$ cat config.mk
export PLATFORM = sky130hd
export DESIGN_NAME = cache_access_arbiter
export DESIGN_NICKNAME = d
export VERILOG_FILES = /design/src/rtl/cache_arb_pkg.sv /design/src/rtl/cache_arb_wdog.sv /design/src/rtl/cache_access_arbiter.sv
export SDC_FILE = /design/constraint.sdc
export NUM_CORES = 1
export LEC_CHECK = 0
export CAP_MARGIN = 30
export CORE_ASPECT_RATIO = 0.5
export CORE_MARGIN = 2
export CORE_UTILIZATION = 36
export CTS_CLUSTER_SIZE = 16
export DETAILED_ROUTE_END_ITERATION = 6
export PLACE_DENSITY = 0.76
export SLEW_MARGIN = 20
export SYNTH_ARGS = -nofsm -noshare
export SYNTH_HDL_FRONTEND = slang
export SYNTH_SLANG_ARGS = --single-unit
$ cat constraint.sdc
create_clock -name clk -period 1.85 [get_ports clk]
set_input_delay 0.37 -clock clk [delete_from_list [all_inputs] [get_ports clk]]
set_output_delay 0.37 -clock clk [all_outputs]
set_load 0.005 [all_outputs]
$ cat src/rtl/cache_arb_pkg.sv
// Shared types for the cache access arbiter: FSM states, grant source and CPU op encodings.
package cache_arb_pkg;

    typedef enum logic [1:0] {
        IDLE    = 2'd0,
        GNT_CPU = 2'd1,
        GNT_SNP = 2'd2
    } arb_state_e;

    typedef enum logic {
        SRC_CPU = 1'b0,
        SRC_SNP = 1'b1
    } arb_src_e;

    typedef enum logic [1:0] {
        OP_NONE = 2'b00,
        OP_RD   = 2'b01,
        OP_WR   = 2'b10,
        OP_RSV  = 2'b11
    } cpu_op_e;

    // The reserved encoding is treated exactly like "no request".
    function automatic logic is_cpu_req(input logic [1:0] req);
        return (req == OP_RD) || (req == OP_WR);
    endfunction

endpackage

$ cat src/rtl/cache_arb_wdog.sv
// Grant watchdog for the cache access arbiter; compiled only when CACHE_ARB_WDOG_EN is defined.
`ifdef CACHE_ARB_WDOG_EN
module cache_arb_wdog #(
    parameter int TIMEOUT = 64
) (
    input  logic clk,
    input  logic rst,
    input  logic i_start,
    input  logic i_in_gnt,
    input  logic i_done,
    output logic o_expire,
    output logic o_err
);

    localparam int CW = (TIMEOUT < 2) ? 1 : $clog2(TIMEOUT + 1);

    logic [CW-1:0] r_cnt;
    logic          r_err;

    // Expires in the TIMEOUT-th grant cycle, so the FSM leaves the grant on that edge.
    assign o_expire = i_in_gnt && !i_done && (r_cnt == CW'(TIMEOUT - 1));
    assign o_err    = r_err;

    always_ff @(posedge clk) begin
        if (rst) begin
            r_cnt <= '0;
            r_err <= 1'b0;
        end else begin
            r_err <= o_expire;
            if (i_start) begin
                r_cnt <= '0;
            end else if (i_in_gnt) begin
                r_cnt <= r_cnt + CW'(1);
            end
        end
    end

endmodule
`endif

$ cat src/rtl/cache_access_arbiter.sv
// Arbitrates CPU and snoop access to the cache array with snoop priority and CPU starvation guard.
// Optional grant watchdog enabled by defining CACHE_ARB_WDOG_EN.
module cache_access_arbiter
    import cache_arb_pkg::*;
#(
    parameter int WIDTH_A    = 32,
    parameter int STARVE_MAX = 4,
    parameter int TIMEOUT    = 64
) (
    input  logic               clk,
    input  logic               rst,
    input  logic [1:0]         cpu_request,
    input  logic [WIDTH_A-1:0] cpu_addr,
    output logic               cpu_accept,
    input  logic               snp_valid,
    input  logic [WIDTH_A-1:0] snp_addr,
    output logic               snp_accept,
    output logic               arr_valid,
    output logic               arr_src,
    output logic [1:0]         arr_op,
    output logic [WIDTH_A-1:0] arr_addr,
    input  logic               arr_done,
    output logic               arb_err
);

    localparam int SW = (STARVE_MAX < 2) ? 1 : $clog2(STARVE_MAX + 1);

    arb_state_e         r_state;
    logic [SW-1:0]      r_starve_cnt;
    logic               r_arr_valid;
    arb_src_e           r_arr_src;
    cpu_op_e            r_arr_op;
    logic [WIDTH_A-1:0] r_arr_addr;

    logic w_idle;
    logic w_cpu_valid;
    logic w_cpu_prio;
    logic w_snp_accept;
    logic w_cpu_accept;
    logic w_wdog_expire;

    assign w_idle       = (r_state == IDLE);
    assign w_cpu_valid  = is_cpu_req(cpu_request);
    assign w_cpu_prio   = w_cpu_valid && (r_starve_cnt == SW'(STARVE_MAX));
    assign w_snp_accept = w_idle && snp_valid && !w_cpu_prio;
    assign w_cpu_accept = w_idle && w_cpu_valid && !w_snp_accept;

    // NOTE: accepts are combinational from IDLE, so they must be masked while rst is high.
    assign cpu_accept = w_cpu_accept && !rst;
    assign snp_accept = w_snp_accept && !rst;

    assign arr_valid = r_arr_valid;
    assign arr_src   = r_arr_src;
    assign arr_op    = r_arr_op;
    assign arr_addr  = r_arr_addr;

`ifdef CACHE_ARB_WDOG_EN
    logic w_wdog_err;

    cache_arb_wdog #(
        .TIMEOUT (TIMEOUT)
    ) u_wdog (
        .clk      (clk),
        .rst      (rst),
        .i_start  (w_cpu_accept || w_snp_accept),
        .i_in_gnt (!w_idle),
        .i_done   (arr_done),
        .o_expire (w_wdog_expire),
        .o_err    (w_wdog_err)
    );

    assign arb_err = w_wdog_err;
`else
    assign w_wdog_expire = 1'b0;
    assign arb_err       = 1'b0;
`endif

    // NOTE: all state here is sequential and uses non-blocking assignments only.
    always_ff @(posedge clk) begin
        if (rst) begin
            r_state      <= IDLE;
            r_starve_cnt <= '0;
            r_arr_valid  <= 1'b0;
            r_arr_src    <= SRC_CPU;
            r_arr_op     <= OP_NONE;
            r_arr_addr   <= '0;
        end else begin
            case (r_state)
                IDLE: begin
                    if (w_snp_accept) begin
                        r_state     <= GNT_SNP;
                        r_arr_valid <= 1'b1;
                        r_arr_src   <= SRC_SNP;
                        r_arr_op    <= OP_NONE;
                        r_arr_addr  <= snp_addr;
                        if (w_cpu_valid && (r_starve_cnt != SW'(STARVE_MAX))) begin
                            r_starve_cnt <= r_starve_cnt + SW'(1);
                        end
                    end else if (w_cpu_accept) begin
                        r_state      <= GNT_CPU;
                        r_arr_valid  <= 1'b1;
                        r_arr_src    <= SRC_CPU;
                        r_arr_op     <= cpu_op_e'(cpu_request);
                        r_arr_addr   <= cpu_addr;
                        r_starve_cnt <= '0;
                    end
                end
                GNT_CPU, GNT_SNP: begin
                    // Leaving a grant always passes through IDLE, with outputs cleared.
                    if (arr_done || w_wdog_expire) begin
                        r_state     <= IDLE;
                        r_arr_valid <= 1'b0;
                        r_arr_src   <= SRC_CPU;
                        r_arr_op    <= OP_NONE;
                        r_arr_addr  <= '0;
                    end
                end
                default: begin
                    r_state     <= IDLE;
                    r_arr_valid <= 1'b0;
                end
            endcase
        end
    end

endmodule

==> impl_metrics.json <==
{
  "status": "finished with violations",
  "violations": "negative setup slack",
  "crit_required_ns": 2.03,
  "yosysWarnings": 0,
  "synthXorXnorAreaFrac": 0.01146,
  "synth_top_family_by_area": "simple AND/OR/NAND/NOR gates",
  "worstPathArrival_ns": 2.08,
  "power_density_nw_per_um2": 889.1,
  "worst_slack_ns": -0.05455,
  "drc": 0,
  "synthCells": 253,
  "synth-edff-count": 0,
  "antenna_found_initial": 0,
  "vias_per_cell": 5.881,
  "die-area_um2": 6741,
  "ys_top_cells_by_count": "41 x dfxtp_1, 35 x nor2_1, 34 x nand4_1",
  "ys.flop_type": "dfxtp_1",
  "cts_max_level": 2,
  "fin_crit_sh": 1.029,
  "critPathLaunchType": "flip-flop",
  "grtUsageTotal": 0.2153,
  "synth_most_common_cell": "dfxtp_1",
  "finalCriticalPeriod_ns": 1.905,
  "io_pins": 109,
  "synthArstFlopShare": 0,
  "cap_violations": 0,
  "startpoint": "r_state[0]",
  "grt.overflow.total": 0,
  "yosysTopAreaCell": "dfxtp_1",
  "nets": 453,
  "clock-sinks": 41,
  "finalMaxSlewViolations": 0,
  "synth_compound_area_frac": 0.1771,
  "port_buffers": 107,
  "r2r_start": "r_state[0]",
  "path_cells": "inv_2, ha_4, and2b_2, a211oi_4, buf_6, clkbuf_16, nor2_1, a311oi_1",
  "synthMuxAreaShare": 0,
  "dp_slack_ns": -0.5119,
  "grt_pass1_vias": 2408,
  "leakagePower_uw": 0.001431,
  "drt_iter0_drc": 196,
  "ant_nets": 0,
  "finalHoldViolCount": 0,
  "synth_cell_types": 31,
  "synth.top_cell.area_share": 0.3759,
  "yosys.area_share.adder": 0.02292,
  "num_vias": 2664,
  "finalSetupViolations": 1,
  "wire_per_inst_um": 18.59,
  "ys_ff_latch": 41,
  "synthesis.area_um2": 2183,
  "min_path_type": "flip-flop to flip-flop",
  "fp-row-count": 19,
  "clock_skew_ns": 0.004249,
  "whs_ns": 0.4795,
  "hp-start": "arr_op[1]",
  "drt_first_pass_iters": 6,
  "die_w_um": 114.1,
  "ys_top_cells_by_area": "dfxtp_1 38%, a311oi_1 13%, nand3b_1 11%",
  "yosysSeqAreaShare": 0.3759,
  "num_antenna_cells": 0,
  "place_congestion": 0.7643,
  "synth_fp_nets": 327,
  "end_kind": "flip-flop",
  "clock_path_buffers": 2,
  "peakVddDrop_v": 0.0006119,
  "hpwl_mm": 5.353,
  "core_area_um2": 5658,
  "grt_max_degree": 38,
  "area_growth_pct": 72.72,
  "dieHeight_um": 59.07,
  "cts_tree": "done",
  "clockRootBuffer": "clkbuf_16",
  "drive_above_1_share": 0.1789,
  "crit_type": "flip-flop to flip-flop",
  "cpPeakStageDelay_ns": 0.33,
  "slowest_stage": "dfxtp_2",
  "initial_core_util": 0.3859,
  "path_clk_slew_ns": 0.06,
  "cts_made_buffers": 5,
  "yosys.area_share.simple": 0.3301,
  "routed_wl_mm": 8.422,
  "grt_pass1_wl_mm": 11.50,
  "fmax_ghz": 0.5251,
  "clock_latency_ns": 0.28,
  "postSynthAreaPerCell_um2": 8.630,
  "crit_fanout": 7
}
-- flip-flops by register name, summed over array words and instances, names as in the netlist --
signal	flops
arr_valid	1
arr_op	2
r_starve_cnt	3
arr_src	1
r_state	2
arr_addr	32
-- layer usage --
metal | global-route usage | vias up | routed length, µm
li1 | - | 1214 | -
met3 | 0.03783 | 24 | 545
met4 | 0.07666 | 0 | 195
met5 | 0 | - | 0
met2 | 0.4107 | 118 | 4280
met1 | 0.2483 | 1308 | 3400
-- path summary, 6_finish.rpt --
kind,slack [ns],to,cells past startpoint
min,0.48,arr_op[1],2
max,-0.05,arr_addr[1],8
max reg2reg,-0.05,arr_addr[1],8
min reg2reg,0.48,arr_op[1],2
-- stage by stage --
stage | total power (µW) | TNS (ns) | util | cells | area (µm²)
after floorplan | 1689 | 0 | - | 253 | 2183
after global placement | 2265 | -12.98 | 0.6084 | 432 | 3442
after detailed placement | 2307 | -14.28 | 0.6084 | 432 | 3442
after CTS | 3177 | -0.02920 | 0.6338 | 440 | 3586
after global routing | 3485 | -0.9427 | 0.6665 | 453 | 3771
final | 3353 | -0.05455 | 0.6665 | 453 | 3771
-- layout by cell type (no fill, tap or decap), types with 2 or more instances in the layout --
| cell | Yosys | final |
|---|---|---|
| clkdlybuf4s50_1 | 0 | 102 |
| dfxtp_1 | 41 | 38 |
| nand4_1 | 34 | 34 |
| nor2_1 | 35 | 33 |
| nand3b_1 | 32 | 32 |
| a311oi_1 | 32 | 32 |
| buf_4 | 2 | 31 |
| clkbuf_16 | 0 | 8 |
| a21oi_1 | 6 | 6 |
| nand2_1 | 5 | 5 |
| inv_1 | 6 | 4 |
| buf_6 | 4 | 4 |
| o21ai_0 | 3 | 3 |
| dlygate4sd2_1 | 0 | 3 |
| buf_12 | 0 | 3 |
| dfxtp_2 | 0 | 3 |
| inv_2 | 0 | 2 |
| and2_1 | 3 | 2 |
| nor2b_2 | 0 | 2 |
| nand3_1 | 2 | 2 |
| nor3b_1 | 2 | 2 |
| or3_1 | 2 | 2 |
| nor3_1 | 3 | 2 |
| or4b_1 | 2 | 2 |
| o32ai_1 | 2 | 2 |
| nor2_2 | 0 | 2 |
| ha_1 | 4 | 2 |
| clkinv_2 | 0 | 2 |
| clkbuf_2 | 1 | 2 |
-- report_power, final --
group	total (µW)	switching [µW]	internal, µW
logic	1380	592	788
clock network	862	367	495
registers	1110	80.8	1030
total	3350	1040	2310
-- final cells by class --
| type | count | area, µm² |
|---|---|---|
| clock buffer | 5 | 125.1 |
| clock inverter | 3 | 17.52 |
| fill | 427 | 1887 |
| inverter | 6 | 22.52 |
| multi-input combinational | 177 | 1220 |
| sequential | 41 | 824.5 |
| tap | 73 | 91.34 |
| timing repair buffer | 148 | 1470 |
-- kinds of logic (layout without fill, tap and decap cells) --
logic type,Yosys count,in the layout
AND/OR/NAND/NOR,124,124
adder cells (fa/ha/maj),4,4
buffers and inverters,35,162
flip-flops,41,41
other,1,1
AO/OA/AOI/OAI,46,46
XOR/XNOR,2,2
-- worst max-delay path: cells and delay by family, from the launching register on --
family                   cells  cell delay, ns
AO/OA/AOI/OAI                2            0.60
buffers and inverters        3            0.38
flip-flops                   1            0.33
AND/OR/NAND/NOR              2            0.26
adder cells (fa/ha/maj)      1            0.22
-- what timing repair did --
action	CTS	global route
gates resized for setup	9	20
cloned	0	4
endpoints found under the hold margin	0	0
setup endpoints to repair	37	17
pin swaps	1	10
buffers inserted	0	9
hold buffers	0	0
Power figures use the tool's default switching activity.
